===== config.mk =====
export PLATFORM = sky130hd
export DESIGN_NAME = approx_mult_scheduler
export DESIGN_NICKNAME = d
export VERILOG_FILES = /design/src/rtl/approx_mult_scheduler.sv
export SDC_FILE = /design/constraint.sdc
export NUM_CORES = 1
export LEC_CHECK = 0
export ABC_AREA = 0
export CORE_MARGIN = 5
export CORE_UTILIZATION = 45
export DETAILED_ROUTE_END_ITERATION = 16
export PLACE_DENSITY = 0.87
export SLEW_MARGIN = 20
export SYNTH_ARGS = -nofsm -noshare
export SYNTH_HDL_FRONTEND = slang
export SYNTH_SLANG_ARGS = --single-unit

===== constraint.sdc =====
create_clock -name clk -period 8.8 [get_ports clk]
set_clock_uncertainty 0.1 [all_clocks]
set_input_delay 1.32 -clock clk [delete_from_list [all_inputs] [get_ports clk]]
set_output_delay 1.32 -clock clk [all_outputs]
set_load 0.1 [all_outputs]

===== src/rtl/approx_mult_scheduler.sv =====
// Round-robin scheduler that shares one combinational 8x8 approximate multiplier
// among NUM_REQ requesters through an issue stage and a backpressured response stage.
module approx_mult_scheduler #(
  parameter int NUM_REQ = 4,
  parameter int ID_W    = 2,
  parameter int CNT_W   = 16
) (
  input  logic                   clk,
  input  logic                   rst_n,
  input  logic [NUM_REQ-1:0]     req_valid,
  output logic [NUM_REQ-1:0]     req_ready,
  input  logic [8*NUM_REQ-1:0]   req_a,
  input  logic [8*NUM_REQ-1:0]   req_b,
  input  logic [NUM_REQ-1:0]     req_mask,
  input  logic                   cfg_force_exact,
  output logic [7:0]             mult_in1,
  output logic [7:0]             mult_in2,
  output logic                   mult_mask,
  input  logic [15:0]            mult_out,
  output logic                   rsp_valid,
  input  logic                   rsp_ready,
  output logic [ID_W-1:0]        rsp_id,
  output logic [15:0]            rsp_product,
  input  logic                   stat_clr,
  output logic [CNT_W-1:0]       stat_approx_cnt,
  output logic                   busy
);

  logic               op_valid_q, op_valid_d;
  logic [ID_W-1:0]    op_id_q, op_id_d;
  logic [7:0]         mult_in1_q, mult_in1_d;
  logic [7:0]         mult_in2_q, mult_in2_d;
  logic               mult_mask_q, mult_mask_d;
  logic               rsp_valid_q, rsp_valid_d;
  logic [ID_W-1:0]    rsp_id_q, rsp_id_d;
  logic [15:0]        rsp_product_q, rsp_product_d;
  logic [ID_W-1:0]    ptr_q, ptr_d;
  logic [CNT_W-1:0]   stat_cnt_q, stat_cnt_d;

  logic [2*NUM_REQ-1:0] req_dbl;
  logic [2*NUM_REQ-1:0] req_rot;
  logic                 grant_found;
  logic [ID_W-1:0]      grant_id;
  int                   grant_sum;

  logic       op_move;
  logic       accept_en;
  logic       accept;
  logic [7:0] sel_a;
  logic [7:0] sel_b;
  logic       sel_mask;
  logic       eff_mask;

  // Rotating a doubled copy by ptr puts the search start at bit 0; scanning the
  // offsets downwards lets the nearest valid requester overwrite the others.
  always_comb begin
    // NOTE: every variable of a combinational block gets a default before any
    // conditional assignment, otherwise a latch is inferred for the unassigned paths.
    req_dbl     = {req_valid, req_valid};
    req_rot     = req_dbl >> ptr_q;
    grant_found = 1'b0;
    grant_id    = '0;
    grant_sum   = 0;
    for (int k = NUM_REQ - 1; k >= 0; k--) begin
      if (req_rot[k]) begin
        grant_found = 1'b1;
        grant_sum   = int'(ptr_q) + k;
        if (grant_sum >= NUM_REQ) grant_sum = grant_sum - NUM_REQ;
        grant_id    = ID_W'(grant_sum);
      end
    end
  end

  always_comb begin
    sel_a    = '0;
    sel_b    = '0;
    sel_mask = 1'b0;
    for (int i = 0; i < NUM_REQ; i++) begin
      if (grant_id == ID_W'(i)) begin
        sel_a    = req_a[8*i +: 8];
        sel_b    = req_b[8*i +: 8];
        sel_mask = req_mask[i];
      end
    end
  end

  always_comb begin
    op_move   = op_valid_q & (~rsp_valid_q | rsp_ready);
    accept_en = ~op_valid_q | op_move;
    accept    = accept_en & grant_found;
    eff_mask  = sel_mask | cfg_force_exact;

    req_ready = '0;
    for (int i = 0; i < NUM_REQ; i++) begin
      if (accept && grant_id == ID_W'(i)) req_ready[i] = 1'b1;
    end

    op_valid_d    = op_valid_q;
    op_id_d       = op_id_q;
    mult_in1_d    = mult_in1_q;
    mult_in2_d    = mult_in2_q;
    mult_mask_d   = mult_mask_q;
    ptr_d         = ptr_q;
    rsp_valid_d   = rsp_valid_q;
    rsp_id_d      = rsp_id_q;
    rsp_product_d = rsp_product_q;
    stat_cnt_d    = stat_cnt_q;

    if (op_move) begin
      rsp_valid_d   = 1'b1;
      rsp_id_d      = op_id_q;
      rsp_product_d = mult_out;
    end else if (rsp_valid_q && rsp_ready) begin
      rsp_valid_d   = 1'b0;
    end

    // Multiplier operands only toggle on accept so an idle or stalled
    // multiplier sees no input activity.
    if (accept) begin
      op_valid_d  = 1'b1;
      op_id_d     = grant_id;
      mult_in1_d  = sel_a;
      mult_in2_d  = sel_b;
      mult_mask_d = eff_mask;
      ptr_d       = (grant_id == ID_W'(NUM_REQ - 1)) ? '0 : grant_id + ID_W'(1);
    end else if (op_move) begin
      op_valid_d  = 1'b0;
    end

    if (stat_clr) begin
      stat_cnt_d = '0;
    end else if (accept && !eff_mask && stat_cnt_q != '1) begin
      stat_cnt_d = stat_cnt_q + CNT_W'(1);
    end
  end

  // NOTE: sequential state uses non-blocking assignments so every flop samples
  // the pre-edge values regardless of statement order.
  always_ff @(posedge clk or negedge rst_n) begin
    if (!rst_n) begin
      op_valid_q    <= 1'b0;
      op_id_q       <= '0;
      mult_in1_q    <= '0;
      mult_in2_q    <= '0;
      mult_mask_q   <= 1'b0;
      ptr_q         <= '0;
      rsp_valid_q   <= 1'b0;
      rsp_id_q      <= '0;
      rsp_product_q <= '0;
      stat_cnt_q    <= '0;
    end else begin
      op_valid_q    <= op_valid_d;
      op_id_q       <= op_id_d;
      mult_in1_q    <= mult_in1_d;
      mult_in2_q    <= mult_in2_d;
      mult_mask_q   <= mult_mask_d;
      ptr_q         <= ptr_d;
      rsp_valid_q   <= rsp_valid_d;
      rsp_id_q      <= rsp_id_d;
      rsp_product_q <= rsp_product_d;
      stat_cnt_q    <= stat_cnt_d;
    end
  end

  assign mult_in1        = mult_in1_q;
  assign mult_in2        = mult_in2_q;
  assign mult_mask       = mult_mask_q;
  assign rsp_valid       = rsp_valid_q;
  assign rsp_id          = rsp_id_q;
  assign rsp_product     = rsp_product_q;
  assign stat_approx_cnt = stat_cnt_q;
  assign busy            = op_valid_q | rsp_valid_q;

endmodule


==> metrics.yaml, run 1 <==
chipHeight_um: 93.7
antenna_found_initial: 0
dp_hpwl_um: 7050
drt-wirelength-per-cell_um: 16.5
placed_area_um2: 4660
grt_usage_pct: 21.5
design_area_um2: 4900
power_density_nw_per_um2: 307
fmax_mhz: 163
pre_cts_ws_ns: 2.67
cp_max_fo: 21
viasPerCell: 5.43
worstMarginPinSlew_ns: 1.03
area_delta_synth_final_pct: 55.5
drive_above_1_share_pct: 10.5
dieWidth_um: 93.7
diodes: 0
start_util_pct: 46.4
worstHoldStart: "mult_in2[2]"
hp-class: "reg -> reg"
dr.pass1.iters: 4
gp_congestion: 0.791
cts_tree: "done"
htreeDepth: 3
slew_headroom_pct: 31.3
root_buffer: "clkbuf_8"
async_flop_share_pct: 100
startpoint: "req_valid[0]"
ios: 150
via_count: 3059
core-area_um2: 6790
synth_area_per_cell_um2: 9.76
cp.required_ns: 7.38
critPathArrivalTime_ns: 4.72
fill_cells: 560
hold_viol: 0
clk_latency_ns: 0.33
synthFlopType: "dfrtp_1"
antenna_left: 0
cts_made_buffers: 9
maxCapViolCount: 0
worst-setup-path-type: "in -> out"
grt_overflow: 0
grt_pass1_wl_um: 14800
worst_slack_ns: 2.66
netlist_instances: 323
cp-end-kind: "output pin"
ys_seq_area_share_pct: 45.3
finalPower_mw: 1.50
clock_path_buffers: 2
setup_viol: 0
ctsHoldBuffers: 0
drv_slew: 0
drt_iter0_markers: 84
critPathLaunchType: "primary input"
grt_pass1_vias: 3115
ys_warn_count: 0
port_buffers: 149
grt_max_degree: 58
yosys.cell_types.count: 47
die_area_um2: 8780
wl_um: 9310
post-route-drc-count: 0
synth_edf_count: 0
clkTransAtPathRegs_ns: 0.06
rr_startpoint: "ptr_q[0]"
ys_seq_elements: 57
syn_area_um2: 3150
cts_resized: 0
fin_nets: 560
std_cell_rows: 30
fin_crit_ns: 6.14
syn_nets: 421
rsz0062_at_grt: "false"
fin_crit_sh_pct: 69.7
p_leak_nw: 1.94
status: "finished clean"
setup_tns_ns: 0
cts_sinks: 57
post-cts-setup-buffer-count: 0
irDropWorstVdd_mv: 0.162
fin_util_pct: 72.1
flip-flops by register name, indices dropped and copies added (netlist names):
register and count:
mult_in1 8, mult_in2 8, mult_mask 1, op_id_q 2
op_valid_q 1, ptr_q 2, rsp_id 2, rsp_product 16
rsp_valid 1, stat_approx_cnt 16
power breakdown:
part,total (mW),switching (mW),internal (mW)
registers,0.359,0.0368,0.322
clock network,0.299,0.105,0.194
logic,0.845,0.611,0.235
logic make-up after synthesis:
family          count (synthesis)  synth area share [%]
simple gates                  123                  21.8
compound gates                 85                  17.9
flops                          57                  45.3
buf+inv                        29                  4.37
mux                            24                  8.69
fa+ha+maj                       5                  1.98
area by class of cell:
cell class | count | area (um2) | share of cell area [%]
Inverter | 6 | 22.5 | 0.460
Clock buffer | 10 | 138 | 2.81
Clock inverter | 6 | 105 | 2.14
Multi-Input combinational cell | 237 | 1590 | 32.4
Tap cell | 96 | 120 | 2.45
Timing Repair Buffer | 151 | 1500 | 30.6
Sequential cell | 57 | 1430 | 29.1
worst max-delay path: stages:
cell and delay (ns):
clkdlybuf4s50_1 0.44, inv_1 0.09, nor2_1 0.05, a211o_1 0.26, a21oi_1 0.40, ha_1 0.73, and3_1 0.26, clkdlybuf4s50_1 1.14
synthesized netlist by cell type (4+ instances only):
cell / number / share of area (%)
inv_1: 6 / 0.71
ha_1: 5 / 2.0
and3_1: 5 / 0.99
nand3_1: 7 / 1.1
mux2_2: 19 / 6.8
nor2b_1: 23 / 4.6
dfrtp_1: 57 / 45
o21ai_0: 16 / 2.5
nor3_1: 19 / 3.0
a21oi_1: 31 / 4.9
clkbuf_1: 16 / 1.9
o21ai_1: 4 / 0.64
and4_1: 4 / 1.1
a221oi_1: 15 / 4.2
mux2_1: 4 / 1.4
nor2_1: 10 / 1.2
nand2_1: 30 / 3.6
or4_1: 6 / 1.4
o31ai_1: 6 / 1.4
worst paths after layout:
kind / to / slack, ns / depth (start not counted)
setup / recovery: req_ready[1] / 2.66 / 8
hold / removal: mult_in2[2] / 0.37 / 2
setup reg to reg: stat_approx_cnt[4] / 5.12 / 10
hold reg to reg: mult_in2[2] / 0.37 / 2
max in group asynchronous: op_valid_q / 7.09 / 2
min in group asynchronous: stat_approx_cnt[6] / 1.03 / 2
cell usage in the layout (no fill, tap or decap), types with 3 or more instances in the layout:
cell	n
a21oi_1	31
a221oi_1	15
and3_1	5
and4_1	4
bufinv_16	3
clkbuf_8	10
clkdlybuf4s50_1	148
clkinv_2	3
dfrtp_1	57
ha_1	5
inv_1	6
mux2_1	4
mux2_2	19
nand2_1	30
nand2b_1	3
nand3_1	7
nand3b_1	3
nor2_1	10
nor2b_1	23
nor3_1	19
o21ai_0	16
o21ai_1	4
o31ai_1	6
or4_1	6
metal layers:
metal | track usage [%] | up-vias | part of all wire [%]
met1 | 25.2 | 1443 | 38
met5 | 0 | - | 0
met2 | 35.9 | 137 | 49
met4 | 8.54 | 0 | 2.2
li1 | - | 1459 | -
met3 | 7.61 | 20 | 10
metrics by stage:
stage / hold slack (ns) / instances
after floorplan: 0.346 / 323
after global placement: 0.360 / 547
final: 0.374 / 563
after detailed placement: 0.370 / 547
after CTS: 0.384 / 563
after global routing: 0.411 / 563
Note: power is estimated with default switching activity, not from simulation.
==> run 2, diff against run 1 <==
--- a/config.mk
+++ b/config.mk
@@ -7,9 +7,9 @@
 export LEC_CHECK = 0
 export ABC_AREA = 0
 export CORE_MARGIN = 5
-export CORE_UTILIZATION = 45
+export CORE_UTILIZATION = 37
 export DETAILED_ROUTE_END_ITERATION = 16
-export PLACE_DENSITY = 0.87
+export PLACE_DENSITY = 0.77
 export SLEW_MARGIN = 20
 export SYNTH_ARGS = -nofsm -noshare
 export SYNTH_HDL_FRONTEND = slang
==> constraint.sdc (replaced) <==
create_clock -name clk -period 4.9 [get_ports clk]
set_clock_uncertainty 0.1 [all_clocks]
set_input_delay 0.735 -clock clk [delete_from_list [all_inputs] [get_ports clk]]
set_output_delay 0.735 -clock clk [all_outputs]
set_load 0.1 [all_outputs]
==> run 2 against run 1 <==
  * Die area increased by 19%
  * Count of clock-buffer cells in the layout increased by 3
  * Non-clock buffer count increased by 2
  * Register-to-register slack got worse by 3.7 ns
  * Clock power increased by 45%
  * Design area decreased by 0.46%
  * Routed wire length increased by 6.6%
  * Critical path type unchanged
  * Largest power group unchanged
==> metrics.yaml, run 2 (synthesis gave the netlist of run 1 again) <==
status: "finished clean"
start_util_pct: 38.2  # -8.2 points
port_buffers: 149  # unchanged
area_delta_synth_final_pct: 54.8
drt_iter0_markers: 96  # +14%
ctsHoldBuffers: 0  # unchanged
post-cts-setup-buffer-count: 0  # unchanged
fin_crit_ns: 4.25
p_leak_nw: 1.93  # -0.39%
cp-end-kind: "output pin"
grt_pass1_vias: 3021  # -3.0%
die_area_um2: 10500  # +19%
fmax_mhz: 235
antenna_left: 0  # unchanged
via_count: 2996  # -2.1%
antenna_found_initial: 0  # unchanged
viasPerCell: 5.22  # -3.9%
maxCapViolCount: 0  # unchanged
gp_congestion: 0.846  # +7.0%
rsz0062_at_grt: "false"
cp.required_ns: 4.07  # -3.31 ns
dieWidth_um: 102  # +9.2%
setup_viol: 0  # unchanged
cp_slowest_cell: "ha_1"
slew_headroom_pct: 32.2  # +0.88 points
power_density_nw_per_um2: 537  # +75%
grt_usage_pct: 18.8  # -2.7 points
htreeDepth: 3  # unchanged
critPathLaunchType: "primary input"
cts_sinks: 57  # unchanged
cts_resized: 0  # unchanged
worst_slack_ns: 0.650  # -2.01 ns
wl_um: 9930  # +6.6%
core-area_um2: 8260  # +22%
worst-setup-path-type: "in -> out"
diodes: 0  # unchanged
critPathArrivalTime_ns: 3.42  # -1.30 ns
grt_overflow: 0  # unchanged
dr.pass1.iters: 4  # unchanged
dp_hpwl_um: 7520  # +6.7%
max_stage_delay_ns: 0.63  # -0.51 ns
cts_made_buffers: 9  # unchanged
whs_ns: 0.384  # +0.00976 ns
layout_common_cells: "144 x clkdlybuf4s50_1, 57 x dfrtp_1, 31 x a21oi_1"
chipHeight_um: 102  # +9.2%
clk_latency_ns: 0.33  # about the same
root_buffer: "clkbuf_8"
drv_slew: 0  # unchanged
crit_path_cell_trace: "clkdlybuf4s50_1, inv_1, nor2_1, a211o_1, a21oi_1, ha_1, buf_4, and3_1, buf_12"
grt_pass1_wl_um: 15400  # +4.2%
drive_above_1_share_pct: 11.3  # +0.81 points
clock_path_buffers: 2  # unchanged
ios: 150  # unchanged
cts_tree: "done"
fin_nets: 562  # +0.36%
irDropWorstVdd_mv: 0.475  # +190%
setup_tns_ns: 0  # unchanged
worstMarginPinSlew_ns: 1.01  # -0.0164 ns
pre_cts_ws_ns: 0.604  # -2.07 ns
cp_max_fo: 19  # -9.5%
post-route-drc-count: 0  # unchanged
hp-class: "reg -> reg"
std_cell_rows: 33  # +10%
fin_cells: 574  # +2.0%
drt-wirelength-per-cell_um: 17.3  # +4.6%
fin_crit_sh_pct: 86.7
clkTransAtPathRegs_ns: 0.06  # about the same
layout_commonest_cell: "clkdlybuf4s50_1"
placed_cells: 558  # +2.0%
hold_viol: 0  # unchanged
grt_max_degree: 58  # unchanged
-- run 2: metrics by stage --
step	cell area, um2	total power, mW	util, %
after CTS	4880	2.63	59.0
after floorplan	3150	1.79	-
after detailed placement	4690	2.20	56.8
after global placement	4690	2.17	56.8
final	4880	2.62	59.1
after global routing	4880	2.74	59.1
-- run 2: metal layers --
layer | wire [um] | global-route usage [%] | part of all wire (%) | vias to the layer above
met4 | 279 | 7.87 | 2.8 | 0
met5 | 0 | 0 | 0 | -
met3 | 592 | 3.14 | 6.0 | 20
li1 | - | - | - | 1469
met1 | 4110 | 24.1 | 41 | 1414
met2 | 4940 | 31.5 | 50 | 93
-- run 2: worst max-delay path, delay by kind of cell --
family / cells / cell delay [ns]
AO/OA/AOI/OAI: 2 / 0.68
adder cells (fa/ha/maj): 1 / 0.63
AND/OR/NAND/NOR: 2 / 0.30
buffers and inverters: 4 / 1.04
-- run 2: power breakdown --
group | internal [mW] | switching [mW]
logic | 0.431 | 1.11
registers | 0.578 | 0.0661
clock network | 0.248 | 0.185
-- run 2: final cells by class --
type | instances | area [um2]
sequential | 57 | 1430
clock buffer | 13 | 149
fill | 746 | 3380
timing repair buffer | 153 | 1520
multi-input combinational | 237 | 1590
clock inverter | 3 | 40.0
tap | 105 | 131
inverter | 6 | 22.5
-- run 2: path summary, 6_finish.rpt --
kind | end | depth (start not counted) | slack [ns] | start
hold reg to reg | mult_in2[5] | 2 | 0.38 | mult_in2[5]
setup / recovery | req_ready[3] | 9 | 0.65 | req_valid[0]
max in group asynchronous | rsp_product[2] | 2 | 3.77 | rst_n
min in group asynchronous | stat_approx_cnt[0] | 2 | 0.44 | rst_n
setup reg to reg | stat_approx_cnt[9] | 8 | 1.42 | ptr_q[0]
hold / removal | mult_in2[5] | 2 | 0.38 | mult_in2[5]
==> run 3, diff against run 2 <==
--- a/config.mk
+++ b/config.mk
@@ -6,7 +6,7 @@
 export NUM_CORES = 1
 export LEC_CHECK = 0
 export ABC_AREA = 0
-export CORE_MARGIN = 5
+export CORE_MARGIN = 2
 export CORE_UTILIZATION = 37
 export DETAILED_ROUTE_END_ITERATION = 16
 export PLACE_DENSITY = 0.77
==> constraint.sdc (replaced) <==
create_clock -name clk -period 3.9 [get_ports clk]
set_clock_uncertainty 0.1 [all_clocks]
set_input_delay 0.585 -clock clk [delete_from_list [all_inputs] [get_ports clk]]
set_output_delay 0.585 -clock clk [all_outputs]
set_load 0.1 [all_outputs]
==> run 3 against run 2 <==
  * Design area increased by 1.2%
  * Register-to-register slack worse by 0.67 ns
  * Non-clock buffer count increased by 1
  * Sequential share of layout area is 0.33 points lower
  * Count of clock-buffer cells in the layout is 3 lower
  * Routed wire length fell by 6.7%
  * Via count is 1.3% higher
  * Power increased by 28%
  * Critical path type unchanged
  * Critical endpoint unchanged
  * Largest power group unchanged
==> metrics.yaml, run 3 (synthesis gave the netlist of run 1 again) <==
cp_top_family: "buffers and inverters"
dp_hpwl_um: 6860  # -8.8%
clk_latency_ns: 0.33  # about the same
hp-class: "in -> async"
core-area_um2: 8220  # -0.50%
fin_crit_ns: 3.60
die_area_um2: 9270  # -11%
placed_cells: 559  # +0.18%
cts_made_buffers: 9  # unchanged
clock_path_buffers: 2  # unchanged
cp_slowest_cell: "clkdlybuf4s50_1"
drv_slew: 0  # unchanged
grt_pass1_wl_um: 13900  # -9.9%
wl_um: 9270  # -6.7%
rrSetupSlack_ns: 0.75  # -0.67 ns
grt_pass1_vias: 2797  # -7.4%
antenna_found_initial: 0  # unchanged
maxCapViolCount: 0  # unchanged
port_buffers: 149  # unchanged
slew_headroom_pct: 32.6  # +0.48 points
setup_tns_ns: 0  # unchanged
critPathArrivalTime_ns: 2.92  # -0.50 ns
fin_cells: 575  # +0.17%
post-cts-setup-buffer-count: 0  # unchanged
fin_crit_sh_pct: 92.4
cp_max_fo: 33  # +14
grt_usage_pct: 19.5  # +0.68 points
cp.required_ns: 3.21  # -0.86 ns
critPathLaunchType: "primary input"
cts_resized: 0  # unchanged
status: "finished clean"
ctsHoldBuffers: 0  # unchanged
rr_startpoint: "ptr_q[0]"
drive_above_1_share_pct: 11.9  # +0.61 points
drt_iter0_markers: 98  # +2.1%
worstMarginPinSlew_ns: 1.01  # -0.00712 ns
dieWidth_um: 96.3  # -5.9%
fin_nets: 563  # +0.18%
p_leak_nw: 1.95  # +1.1%
grt_overflow: 0  # unchanged
post-route-drc-count: 0  # unchanged
irDropWorstVdd_mv: 0.394  # -17%
cts_tree: "done"
via_count: 3034  # +1.3%
dr.pass1.iters: 4  # unchanged
cp-end-kind: "output pin"
root_buffer: "clkbuf_8"
fmax_mhz: 277
reg2reg_depth: 10  # +2
cp_num_buf_inv: 4  # unchanged
rsz0062_at_grt: "false"
ios: 150  # unchanged
finalPower_mw: 3.34  # +28%
drt-wirelength-per-cell_um: 16.1  # -6.8%
chipHeight_um: 96.3  # -5.9%
antenna_left: 0  # unchanged
diodes: 0  # unchanged
htreeDepth: 3  # unchanged
worst-setup-path-type: "in -> out"
clkTransAtPathRegs_ns: 0.07  # about the same
start_util_pct: 38.4  # +0.19 points
fin_util_pct: 60.1  # +0.98 points
std_cell_rows: 33  # unchanged
whs_ns: 0.169  # -0.216 ns
layout_commonest_cell: "clkdlybuf4s50_1"
layout_common_cells: "144 x clkdlybuf4s50_1, 57 x dfrtp_1, 31 x a21oi_1"
area_delta_synth_final_pct: 56.6
max_stage_delay_ns: 0.52  # -0.11 ns
crit_path_cell_trace: "clkdlybuf4s50_1, inv_1, a211o_1, a21oi_1, ha_1, buf_4, and3_1, buf_12"
grt_max_degree: 49  # -16%
viasPerCell: 5.28  # +1.1%
power_density_nw_per_um2: 677  # +26%
setup_viol: 0  # unchanged
r2r_end: "stat_approx_cnt[9]"
hold_viol: 0  # unchanged
gp_congestion: 0.861  # +1.9%
cts_sinks: 57  # unchanged
## run 3: cell type report
type                    instances  area [um2]
clock buffers                  10         128
clock inverters                 6        82.6
fillers                       707        3280
inverters                       6        22.5
multi-input cells             237        1590
flip-flops and latches         57        1430
well taps                     105         131
repair buffers                154        1550
## run 3: worst max path at each step
stage,endpoint,from,slack (ns),cells after the start
3_5_place_dp,stat_approx_cnt[9],req_valid[1],0.05,11
6_report,req_ready[3],req_valid[1],0.30,8
5_1_grt,req_ready[3],req_valid[0],0.13,9
2_1_floorplan,req_ready[1],req_valid[0],0.35,8
3_3_place_gp,stat_approx_cnt[9],req_valid[1],0.21,11
4_1_cts,req_ready[3],req_valid[1],0.30,8
## run 3: metrics by stage
| stage | cell area [um2] | setup slack (ns) |
|---|---|---|
| after floorplan | 3150 | 0.351 |
| after global placement | 4720 | 0.209 |
| after detailed placement | 4720 | 0.0451 |
| after CTS | 4930 | 0.303 |
| after global routing | 4930 | 0.125 |
| final | 4930 | 0.296 |
## run 3: worst register-to-register path: stages, from the launching register on
cell and delay [ns]:
dfrtp_1 0.40, nor2_1 0.08, a211o_1 0.27, a21oi_1 0.36, inv_1 0.13, ha_1 0.25, a211oi_2 0.18, o21ai_2 0.11
a211o_2 0.47, or4_1 0.56, a21oi_1 0.16
## run 3: report_power, final
part,switching [mW],internal [mW],total (mW)
Sequential,0.0813,0.726,0.808
Combinational,1.38,0.554,1.94
Clock,0.239,0.357,0.596
Total,1.70,1.64,3.34
## run 3: per-layer routing
metal	global-route usage, %	share of wire, %	routed length, um
met5	0	0	0
met4	7.28	1.9	179
met3	3.60	6.6	612
met2	31.1	49	4510
met1	26.4	43	3960
